### config.mk
export PLATFORM = sky130hd
export DESIGN_NAME = data_send
export DESIGN_NICKNAME = d
export VERILOG_FILES = /design/src/rtl/data_send_pkg.sv /design/src/rtl/data_send_buf.sv /design/src/rtl/data_send.sv
export SDC_FILE = /design/constraint.sdc
export NUM_CORES = 1
export LEC_CHECK = 0
export BUFFER_PORTS_ARGS = -buffer_cell sky130_fd_sc_hd__buf_2
export CAP_MARGIN = 20
export CORE_MARGIN = 5
export CORE_UTILIZATION = 59
export DETAILED_ROUTE_END_ITERATION = 10
export GPL_TIMING_DRIVEN = 0
export PLACE_DENSITY = 0.85
export SKIP_LAST_GASP = 1
export SYNTH_ARGS = -nofsm -noshare
export SYNTH_HDL_FRONTEND = slang
export SYNTH_SLANG_ARGS = --single-unit
### constraint.sdc
create_clock -name clk -period 2.8 [get_ports clk]
set_input_delay 0.14 -clock clk [delete_from_list [all_inputs] [get_ports clk]]
set_output_delay 0.14 -clock clk [all_outputs]
set_load 0.1 [all_outputs]
### src/rtl/data_send_pkg.sv
// Shared definitions for the packet builder / data_send pair: packet type
// codes, frame constants, FSM encoding and the btype -> payload length decode.
package data_send_pkg;

  localparam int         PKT_DATA_LEN = 64;
  localparam int         PKT_CHIP_NUM = 8;
  localparam logic [7:0] PKT_SYNC0    = 8'h55;
  localparam logic [7:0] PKT_SYNC1    = 8'hAA;

  localparam logic [3:0] BAG_DLINK = 4'b1000;
  localparam logic [3:0] BAG_DTYPE = 4'b1001;
  localparam logic [3:0] BAG_DTEMP = 4'b1010;
  localparam logic [3:0] BAG_DATA0 = 4'b1101;
  localparam logic [3:0] BAG_DATA1 = 4'b1110;

  typedef enum logic [3:0] {
    ST_IDLE  = 4'd0,
    ST_WAIT  = 4'd1,
    ST_SYNC0 = 4'd2,
    ST_SYNC1 = 4'd3,
    ST_LENH  = 4'd4,
    ST_LENL  = 4'd5,
    ST_LOAD  = 4'd6,
    ST_CHK   = 4'd7,
    ST_DONE  = 4'd8
  } ds_state_e;

  // Payload byte count for a packet type; zero marks an unknown type.
  function automatic logic [15:0] bag_len(input logic [3:0] btype,
                                          input int         data_len,
                                          input int         chip_num);
    logic [15:0] len;
    case (btype)
      BAG_DLINK, BAG_DTYPE, BAG_DTEMP: len = 16'd2;
      BAG_DATA0, BAG_DATA1:            len = 16'(2 + chip_num * data_len);
      default:                         len = 16'd0;
    endcase
    return len;
  endfunction

endpackage

### src/rtl/data_send_buf.sv
// Two-entry byte buffer between the packet RAM read port and the tx stream.
// When empty, the incoming byte falls straight through to dout so a RAM
// return can be handed to the sink in the same cycle it arrives.
module data_send_buf
  import data_send_pkg::*;
(
  input  logic       clk,
  input  logic       rst,
  input  logic       push,
  input  logic [7:0] din,
  input  logic       pop,
  output logic [7:0] dout,
  output logic [1:0] count,
  output logic [1:0] count_nxt
);

  logic [7:0] mem_q [2];
  logic       wr_ptr_q;
  logic       rd_ptr_q;
  logic [1:0] count_q;
  logic       bypass;
  logic       wr_en;
  logic       rd_en;

  assign bypass    = (count_q == 2'd0) && push && pop;
  assign wr_en     = push && !bypass;
  assign rd_en     = pop && (count_q != 2'd0);
  assign count_nxt = count_q + {1'b0, wr_en} - {1'b0, rd_en};
  assign count     = count_q;
  assign dout      = (count_q == 2'd0) ? din : mem_q[rd_ptr_q];

  // Storage, pointers and occupancy; a bypassed byte never touches storage.
  always_ff @(posedge clk or negedge rst) begin
    if (!rst) begin
      mem_q[0] <= 8'h00;
      mem_q[1] <= 8'h00;
      wr_ptr_q <= 1'b0;
      rd_ptr_q <= 1'b0;
      count_q  <= 2'd0;
    end else begin
      if (wr_en) begin
        mem_q[wr_ptr_q] <= din;
        wr_ptr_q        <= ~wr_ptr_q;
      end
      if (rd_en) begin
        rd_ptr_q <= ~rd_ptr_q;
      end
      count_q <= count_nxt;
    end
  end

endmodule

### src/rtl/data_send.sv
// data_send: reads a finished packet out of the packet RAM and emits it as
// SYNC0 SYNC1 len[15:8] len[7:0] payload chk on a valid/ready byte stream.
//
// state | meaning
// ------+--------------------------------------------------------------
// IDLE  | post-reset, moves to WAIT
// WAIT  | waiting for fs; samples btype / ram_addr_init
// SYNC0 | sending first sync byte
// SYNC1 | sending second sync byte
// LENH  | sending len[15:8]
// LENL  | sending len[7:0]; first payload read goes out here
// LOAD  | streaming payload bytes out of the buffer
// CHK   | sending XOR checksum
// DONE  | fd high until the controller drops fs
module data_send
  import data_send_pkg::*;
#(
  parameter int         ADDR_W   = 12,
  parameter int         DATA_LEN = PKT_DATA_LEN,
  parameter int         CHIP_NUM = PKT_CHIP_NUM,
  parameter logic [7:0] SYNC0    = PKT_SYNC0,
  parameter logic [7:0] SYNC1    = PKT_SYNC1
) (
  input  logic              clk,
  input  logic              rst,
  input  logic              fs,
  output logic              fd,
  input  logic [3:0]        btype,
  input  logic [ADDR_W-1:0] ram_addr_init,
  output logic [ADDR_W-1:0] ram_rxa,
  output logic              ram_rxen,
  input  logic [7:0]        ram_rxd,
  output logic [7:0]        tx_data,
  output logic              tx_valid,
  input  logic              tx_ready
);

  ds_state_e         state_q;
  ds_state_e         state_d;
  logic [15:0]       len_q;
  logic [15:0]       rd_left_q;
  logic [15:0]       tx_left_q;
  logic [7:0]        chk_q;
  logic [ADDR_W-1:0] addr_q;
  logic              rd_pend_q;
  logic              tx_valid_q;
  logic              tx_valid_d;
  logic              start;
  logic              hs;
  logic              issue;
  logic              buf_pop;
  logic [7:0]        buf_dout;
  logic [1:0]        buf_cnt;
  logic [1:0]        buf_cnt_nxt;
  logic [15:0]       btype_len;

  assign btype_len = bag_len(btype, DATA_LEN, CHIP_NUM);
  assign hs        = tx_valid_q && tx_ready;
  assign buf_pop   = (state_q == ST_LOAD) && hs;

  // Buffer slots are counted together with the read in flight so a return
  // always has somewhere to land.
  assign issue = ((state_q == ST_LENL) || (state_q == ST_LOAD)) &&
                 ((buf_cnt + {1'b0, rd_pend_q}) < 2'd2) &&
                 (rd_left_q != 16'd0);

  assign ram_rxen = issue;
  assign ram_rxa  = addr_q;
  assign tx_valid = tx_valid_q;
  assign fd       = (state_q == ST_DONE);

  data_send_buf u_buf (
    .clk       (clk),
    .rst       (rst),
    .push      (rd_pend_q),
    .din       (ram_rxd),
    .pop       (buf_pop),
    .dout      (buf_dout),
    .count     (buf_cnt),
    .count_nxt (buf_cnt_nxt)
  );

  // State register.
  always_ff @(posedge clk or negedge rst) begin
    if (!rst) begin
      state_q <= ST_IDLE;
    end else begin
      state_q <= state_d;
    end
  end

  // Next state, frame start strobe and next-cycle tx_valid.
  always_comb begin
    state_d    = state_q;
    start      = 1'b0;
    tx_valid_d = 1'b0;
    case (state_q)
      ST_IDLE:  state_d = ST_WAIT;
      ST_WAIT: begin
        if (fs) begin
          if (btype_len != 16'd0) begin
            state_d = ST_SYNC0;
            start   = 1'b1;
          end else begin
            state_d = ST_DONE;
          end
        end
      end
      ST_SYNC0: if (hs) state_d = ST_SYNC1;
      ST_SYNC1: if (hs) state_d = ST_LENH;
      ST_LENH:  if (hs) state_d = ST_LENL;
      ST_LENL:  if (hs) state_d = ST_LOAD;
      ST_LOAD:  if (hs && (tx_left_q == 16'd1)) state_d = ST_CHK;
      ST_CHK:   if (hs) state_d = ST_DONE;
      ST_DONE:  if (!fs) state_d = ST_WAIT;
      default:  state_d = ST_IDLE;
    endcase

    case (state_d)
      ST_SYNC0, ST_SYNC1, ST_LENH, ST_LENL, ST_CHK: tx_valid_d = 1'b1;
      ST_LOAD: tx_valid_d = (buf_cnt_nxt != 2'd0) || issue;
      default: tx_valid_d = 1'b0;
    endcase
  end

  // Outgoing byte selected by state; payload comes from the buffer head.
  always_comb begin
    tx_data = 8'h00;
    case (state_q)
      ST_SYNC0: tx_data = SYNC0;
      ST_SYNC1: tx_data = SYNC1;
      ST_LENH:  tx_data = len_q[15:8];
      ST_LENL:  tx_data = len_q[7:0];
      ST_LOAD:  tx_data = tx_valid_q ? buf_dout : 8'h00;
      ST_CHK:   tx_data = chk_q;
      default:  tx_data = 8'h00;
    endcase
  end

  // Frame datapath: length, read/send down-counters, address and checksum.
  always_ff @(posedge clk or negedge rst) begin
    if (!rst) begin
      len_q      <= 16'd0;
      rd_left_q  <= 16'd0;
      tx_left_q  <= 16'd0;
      chk_q      <= 8'h00;
      addr_q     <= '0;
      rd_pend_q  <= 1'b0;
      tx_valid_q <= 1'b0;
    end else begin
      tx_valid_q <= tx_valid_d;
      rd_pend_q  <= issue;
      if (start) begin
        len_q     <= btype_len;
        rd_left_q <= btype_len;
        tx_left_q <= btype_len;
        addr_q    <= ram_addr_init;
        chk_q     <= 8'h00;
      end else begin
        if (issue) begin
          addr_q    <= addr_q + ADDR_W'(1);
          rd_left_q <= rd_left_q - 16'd1;
        end
        if (hs && ((state_q == ST_LENH) || (state_q == ST_LENL) ||
                   (state_q == ST_LOAD))) begin
          chk_q <= chk_q ^ tx_data;
        end
        if (buf_pop) begin
          tx_left_q <= tx_left_q - 16'd1;
        end
      end
    end
  end

endmodule

## Word-level counts from Yosys, hierarchy flattened

Cells that the tools add are included.

- Shift operators: 0
- Magnitude comparators: 4
- Div/mod/pow operators: 0
- Multiply operators: 0
- Bitwise gates (word level): 5
- Add/sub/neg operators: 6
- Mux-type cells: 32
- Equality and inequality tests: 20
- Reductions and logical operators: 28

Operators with widths:

| cell | count |
|---|---|
| 16-bit two-way mux | 4 |
| 8-bit two-way mux | 8 |
| 8-bit one-hot mux with 6 select lines | 1 |
| 4-bit two-way mux | 9 |
| 4-bit one-hot mux with 9 select lines | 1 |
| 4-bit by 3-bit == test with 1-bit output, second input constant | 8 |
| 16-bit nonzero test | 2 |
| 16-bit by 1-bit subtractor with 16-bit output, second input constant | 2 |
| 4-bit == test, second input constant | 6 |
| 12-bit two-way mux | 2 |
| 10-bit one-hot mux with 2 select lines | 1 |
| 16-bit bitwise mux | 1 |
| 16-bit by 1-bit == test with 1-bit output, second input constant | 1 |
| 4-bit by 2-bit == test with 1-bit output, second input constant | 4 |
| 12-bit by 1-bit adder with 12-bit output, second input constant | 1 |
| 1-bit logical AND | 11 |
| 2-bit nonzero test | 5 |
| 8-bit demux with 1-bit select | 1 |
| 8-bit bitwise XOR | 1 |
| 5-bit OR reduction | 1 |
| 2-bit by 1-bit adder with 2-bit output | 2 |
| 4-bit by 1-bit == test with 1-bit output, second input constant | 1 |
| 2-bit greater-or-equal comparator, second input constant | 2 |
| 4-bit zero test | 1 |
| other kinds (12) | 19 |

- Input port bits: 28
- Latch bits: 0
- RAM bits: 0
- Memory bits (read-only): 0
- Memories: 0
- Bits in registers: 94
- Word-level logic and storage cells: 108
- Output and inout bits: 23

## Depth between registers and ports, before layout

- Depth in word-level cells: 10
- Depth in mapped cells: 12
- Depth with buffers taken out: 11

## Hierarchy

From an unflattened synthesis, not the netlist that was laid out.

- Cells, all modules: 455
- Area, all modules: 4459.3 um^2

Modules (own cells, without submodules):

| module | seq. area each (um^2) | cells an instance | instances | area each (um^2) |
|---|---|---|---|---|
| data_send | 1501.4 | 378 | 1 | 3484.6 |
| data_send_buf | 500.5 | 77 | 1 | 974.7 |

## Worst setup path before layout

Ideal clock, no wire load.

- Kind: register to register
- From: register tx_valid_q, in the netlist tx_valid
- To: register chk_q[3]
- Period minus slack after synthesis: 4380 ps
- Path slack: -1580 ps
- Buffers on the path: 0
- Arrival: 4253 ps
- Required time: 2672 ps
- Stages on the path, launching flop included: 6
- Path through: dfrtp_1 and4bb_2 nand2_1 o32ai_1 nand2_1 mux2i_1

- Cells in the longest elaborated chain, start to end: 5
- Elaborated cells between the ends (all ways): 8
- Those cells by class: 4 x mux; 1 x bitwise; 3 x reduce/logical

RTL lines:

| element | line | source |
|---|---|---|
| start: declaration | data_send.sv:46 | `logic tx_valid_q;` |
| start signal: assignment | data_send.sv:151 | `tx_valid_q <= tx_valid_d;` |
| 8-bit two-way mux | data_send.sv:134 | `ST_LOAD: tx_data = tx_valid_q ? buf_dout : 8'h00;` |
| 8-bit one-hot mux with 6 select lines | data_send.sv:129 | `case (state_q)` |
| net tx_data[3] | data_send.sv:33 | `output logic [7:0] tx_data,` |
| 8-bit bitwise XOR | data_send.sv:166 | `chk_q <= chk_q ^ tx_data;` |
| 8-bit two-way mux | data_send.sv:164 | `if (hs && ((state_q == ST_LENH) \|\| (state_q == ST_LENL) \|\|` |
| 8-bit two-way mux | data_send.sv:153 | `if (start) begin` |
| end signal: assignment | data_send.sv:166 |  |
| end: declaration | data_send.sv:43 | `logic [7:0] chk_q;` |

The timed path passes the listed nets, and every way through them passes these cells. The select of a mux whose other input is x is not followed.
A chain may end at the register's enable or synchronous reset.

## Worst setup path in the final report

- From: register u_buf.count_q[1], in the netlist u_buf.count[1]
- To: output port tx_data[1]

- Cells in the longest elaborated chain, start to end: 4

RTL lines:

| element | line | source |
|---|---|---|
| start: declaration | data_send_buf.sv:20 | `logic [1:0] count_q;` |
| start signal: assignment | data_send_buf.sv:48 | `count_q <= count_nxt;` |
| 2-bit zero test | data_send_buf.sv:30 | `assign dout = (count_q == 2'd0) ? din : mem_q[rd_ptr_q];` |
| 8-bit two-way mux | data_send_buf.sv:30 |  |
| 8-bit two-way mux | data_send.sv:134 |  |
| 8-bit one-hot mux with 6 select lines | data_send.sv:129 |  |
| end: declaration | data_send.sv:33 |  |

No other way between the ends.

==> results.env <==
WORSTPATHREQUIRED_NS=2.66
SYNTH-COMPOUND-AREA-SHARE=0.110
NETLIST_TOP_CELLS_AREA='dfrtp_1 45%, mux2_2 4.1%, xor2_1 4.0%'
AREA_LEADER_NETLIST='dfrtp_1'
CRITICALPATHCATEGORY='reg2out'
HP-CLASS='in2reg'
SYNTH_NETS=479
FIN_WORST_SKEW_NS=0.0118
CELL_WITH_THE_MOST_INSTANCES_AFTER_SYNTHESIS='dfrtp_1'
YOSYS.AREA_SHARE.XOR_XNOR=0.0755
SYNTHTOPCELLSBYCOUNT='80 x dfrtp_1, 42 x nor2_1, 36 x nand2_1, 28 x nand3_1, 20 x xor2_1'
HOLD_VIOL_FINAL=0
CLOCK-ROOT-BUFFER='clkbuf_8'
HTREEDEPTH=3
FINISH.INSTANCE_AREA_SQ_MM=0.00519
SYNTHESIS.YOSYS.WARNINGS=0
NETLIST_INSTANCES=445
NUMBER_OF_CELLS_ON_THE_WORST_HOLD_PATH=3
NUM-NETS-FINAL=548
DRT_ITER0_DRC=161
FLOORPLAN.CORE_AREA_SQ_MM=0.00725
FINALMAXSLEWVIOLATIONS=0
GRT_PASS1_VIAS=3617
WORST-R2R-CELL-COUNT=12
ANTENNA_VIOLATIONS_BEFORE_REPAIR=0
SYNTH_SIMPLE_GATE_AREA_FRAC=0.240
FLOORPLAN.DIE.HEIGHT_MICRONS=96.4
SYNTH_TOP_CELL_AREA_SHARE=0.454
IO_PINS=51
RSZ0062_AT_GRT='false'
FULL_DIE_AREA_SQ_MM=0.00930
CHIPWIDTH_MICRONS=96.4
ASYNC_FLOP_SHARE=1.00
SYNTH_ENABLE_FLOP_CELLS=0
ROUTE.DETAILED.VIAS_PER_INST=5.94
YOSYS_REGISTER_BITS=80
GLOBAL_ROUTE_WIRE_LENGTH_BEFORE_REPAIR_MICRONS=17300
PLACE.PORT_BUFFERS=50
DRT.ANTENNA.VIOLATING_NETS=0
CTS_MADE_BUFFERS=9
POWER_DENSITY_mW_PER_MM2=1090
DOMINANT_COMBINATIONAL_CELL_FAMILY_BY_AREA_AFTER_SYNTHESIS='simple AND/OR/NAND/NOR gates'
AVERAGE_DETAILED_ROUTED_WIRE_LENGTH_PER_INSTANCE_MICRONS=16.8
MAX_CAP_VIOL_COUNT=0
NUMCLOCKSINKS=80
WORST_SLEW_MARGIN_REL=0.510
FINAL-SETUP-VIOL-COUNT=0
TIMING.CRITICAL_PATH.FROM_TYPE='flop'
SYNTH-SEQ-AREA-SHARE=0.454
FRACTION_OF_SYNTHESIZED_AREA_IN_MULTIPLEXERS=0.0704
HPWL_MICRONS=7410
GR-USAGE-ALL-LAYERS=0.240
POSTSYNTH.TOPFLOPCELL='dfrtp_1'
GP_ROUTABILITY_CONGESTION=0.902
GLOBALROUTE.TOTALOVERFLOW=0
FIN_SETUP_TNS_NS=0
CP_DATA_ARRIVAL_TIME_NS=2.49
RELATIVE_AREA_CHANGE_FROM_SYNTHESIS_TO_FINAL_LAYOUT_PCT=17.7
DETAILROUTE.VIA_COUNT=3672
HOLD-WORST-SLACK_NS=0.0257
PRE_CTS_WS_NS=0.167
FINAL_CYCLE_UTILIZATION_OF_THE_CRITICAL_PATH=0.941
DRT_DRC_VIOLATIONS_LEFT=0
CRITICAL_PATH_PEAK_FANOUT=10
TOTAL_LEAKAGE_POWER_nW=2.34
GRT_MAX_DEGREE=52
CTS_CLOCK_PIN_SLEW_FOR_THE_WORST_SETUP_AND_HOLD_PATHS_NS=0.09
NETLIST_AREA_SQ_MM=0.00441
FIN_WS_NS=0.165
POSTROUTEWIRELENGTH_MICRONS=10400
HIGHEST_CLOCK_RATE_MHz=380
CTS_TREE='yes'
LAYOUT_CELL_SHARE_WITH_DRIVE_STRENGTH_BEYOND_1=0.241
NUMBER_OF_LIBRARY_CELL_TYPES_MAPPED_BY_SYNTHESIS=61
SYNTH_AREA_IN_ADDERS=0.0170
START_UTIL=0.608
PLACEMENT.CELL_AREA_SQ_MM=0.00485
DRT_PRE_ANTENNA_ITERS=5
POSTSYNTHAREAPERCELL_SQ_UM=9.91
NUM_ANTENNA_CELLS=0
WORSTSETUPENDPOINTTYPE='output pin'
CLOCK_LATENCY_REPORTED_FOR_THE_LATE_SIDE_OF_THE_WORST_SKEW_PAIR_NS=0.36
POWER.IR.VDD_WORST_mV=0.570
OUTCOME='finished, final reports clean'
PLACEMENTROWS=31
CLOCK_TREE.BUFFER_DEPTH=2
LAYOUT_MIN_CYCLE_TIME_NS=2.63
WORSTMARGINPINSLEW_NS=0.734
## cells in the final DEF, fill, tap and decap left out, types with 12 or more instances in the layout
cell type	instances
dfrtp_1	79
buf_2	55
nor2_1	41
nand2_1	36
nand3_1	28
xor2_1	20
xnor2_1	18
o21ai_0	17
a21oi_1	17
mux2_2	16
mux2i_1	13
nor3_1	12
## per-layer routing
| layer | up-vias | part of all wire | global-route usage |
|---|---|---|---|
| met2 | 122 | 0.51 | 0.413 |
| met5 | - | 0 | 0 |
| met3 | 29 | 0.060 | 0.0519 |
| met1 | 1781 | 0.41 | 0.300 |
| li1 | 1740 | - | - |
| met4 | 0 | 0.026 | 0.0818 |
## cell type report
| cell class | instances | area [sq um] |
|---|---|---|
| Clock buffer | 10 | 128 |
| Fill cell | 538 | 2070 |
| Tap cell | 99 | 124 |
| Buffer | 22 | 106 |
| Sequential cell | 80 | 2000 |
| Inverter | 10 | 37.5 |
| Clock inverter | 6 | 115 |
| Timing Repair Buffer | 58 | 358 |
| Multi-Input combinational cell | 333 | 2310 |
## final timing paths
kind / slack (ns) / from / end
worst max-delay path: 0.17 / u_buf.count[1] / tx_data[1]
worst min-delay path: 0.03 / ram_addr_init[9] / ram_rxa[9]
worst max register to register: 0.18 / state_q[0] / tx_valid
worst min register to register: 0.48 / chk_q[6] / chk_q[6]
max in group asynchronous: 1.95 / rst / ram_rxa[7]
min in group asynchronous: 0.26 / rst / tx_left_q[0]
## metrics by stage
step	std cells	total power, W	util
after floorplan	445	0.00400	-
after global placement	594	0.00447	0.665
after detailed placement	595	0.00456	0.669
after CTS	618	0.00561	0.712
after global routing	618	0.00593	0.715
final	618	0.00563	0.715
## registers in the layout, indices dropped and copies added, names as in the netlist
name,count
chk_q,8
len_q,2
ram_rxa,12
rd_left_q,16
rd_pend_q,1
state_q,4
tx_left_q,16
tx_valid,1
u_buf.count,2
u_buf.mem_q,16
u_buf.rd_ptr_q,1
u_buf.wr_ptr_q,1
## repair_timing
action / CTS / global route
gates resized for setup: 0 / 7
buffers inserted: 0 / 0
hold endpoints to repair: 35 / 0
endpoints found under the setup margin: 0 / 6
hold buffers: 7 / 0
## worst max-delay path, stage by stage (launching register included)
cell and delay [ns]:
dfrtp_1 0.36, buf_4 0.16, or2_2 0.29, buf_2 0.19
a2111oi_2 0.42, a21oi_1 0.11, nor2_1 0.12, o21a_1 0.15
clkbuf_4 0.33
## kinds of logic (layout without fill, tap and decap cells)
kind of cell | Yosys count | after routing
AOI/OAI and AO/OA | 70 | 70
muxes | 29 | 29
and+or+nand+nor | 190 | 190
DFF | 80 | 80
buffers and inverters | 32 | 106
xor gates and xnor gates | 38 | 38
adders and majority gates | 6 | 6
## report_power, final
| group | total, W | internal (W) | switching, W |
|---|---|---|---|
| clock | 0.00104 | 0.000599 | 0.000437 |
| sequential | 0.00188 | 0.00152 | 0.000362 |
| combinational | 0.00271 | 0.000795 | 0.00192 |
| total | 0.00563 | 0.00292 | 0.00271 |
(Power assumes the default switching activity.)
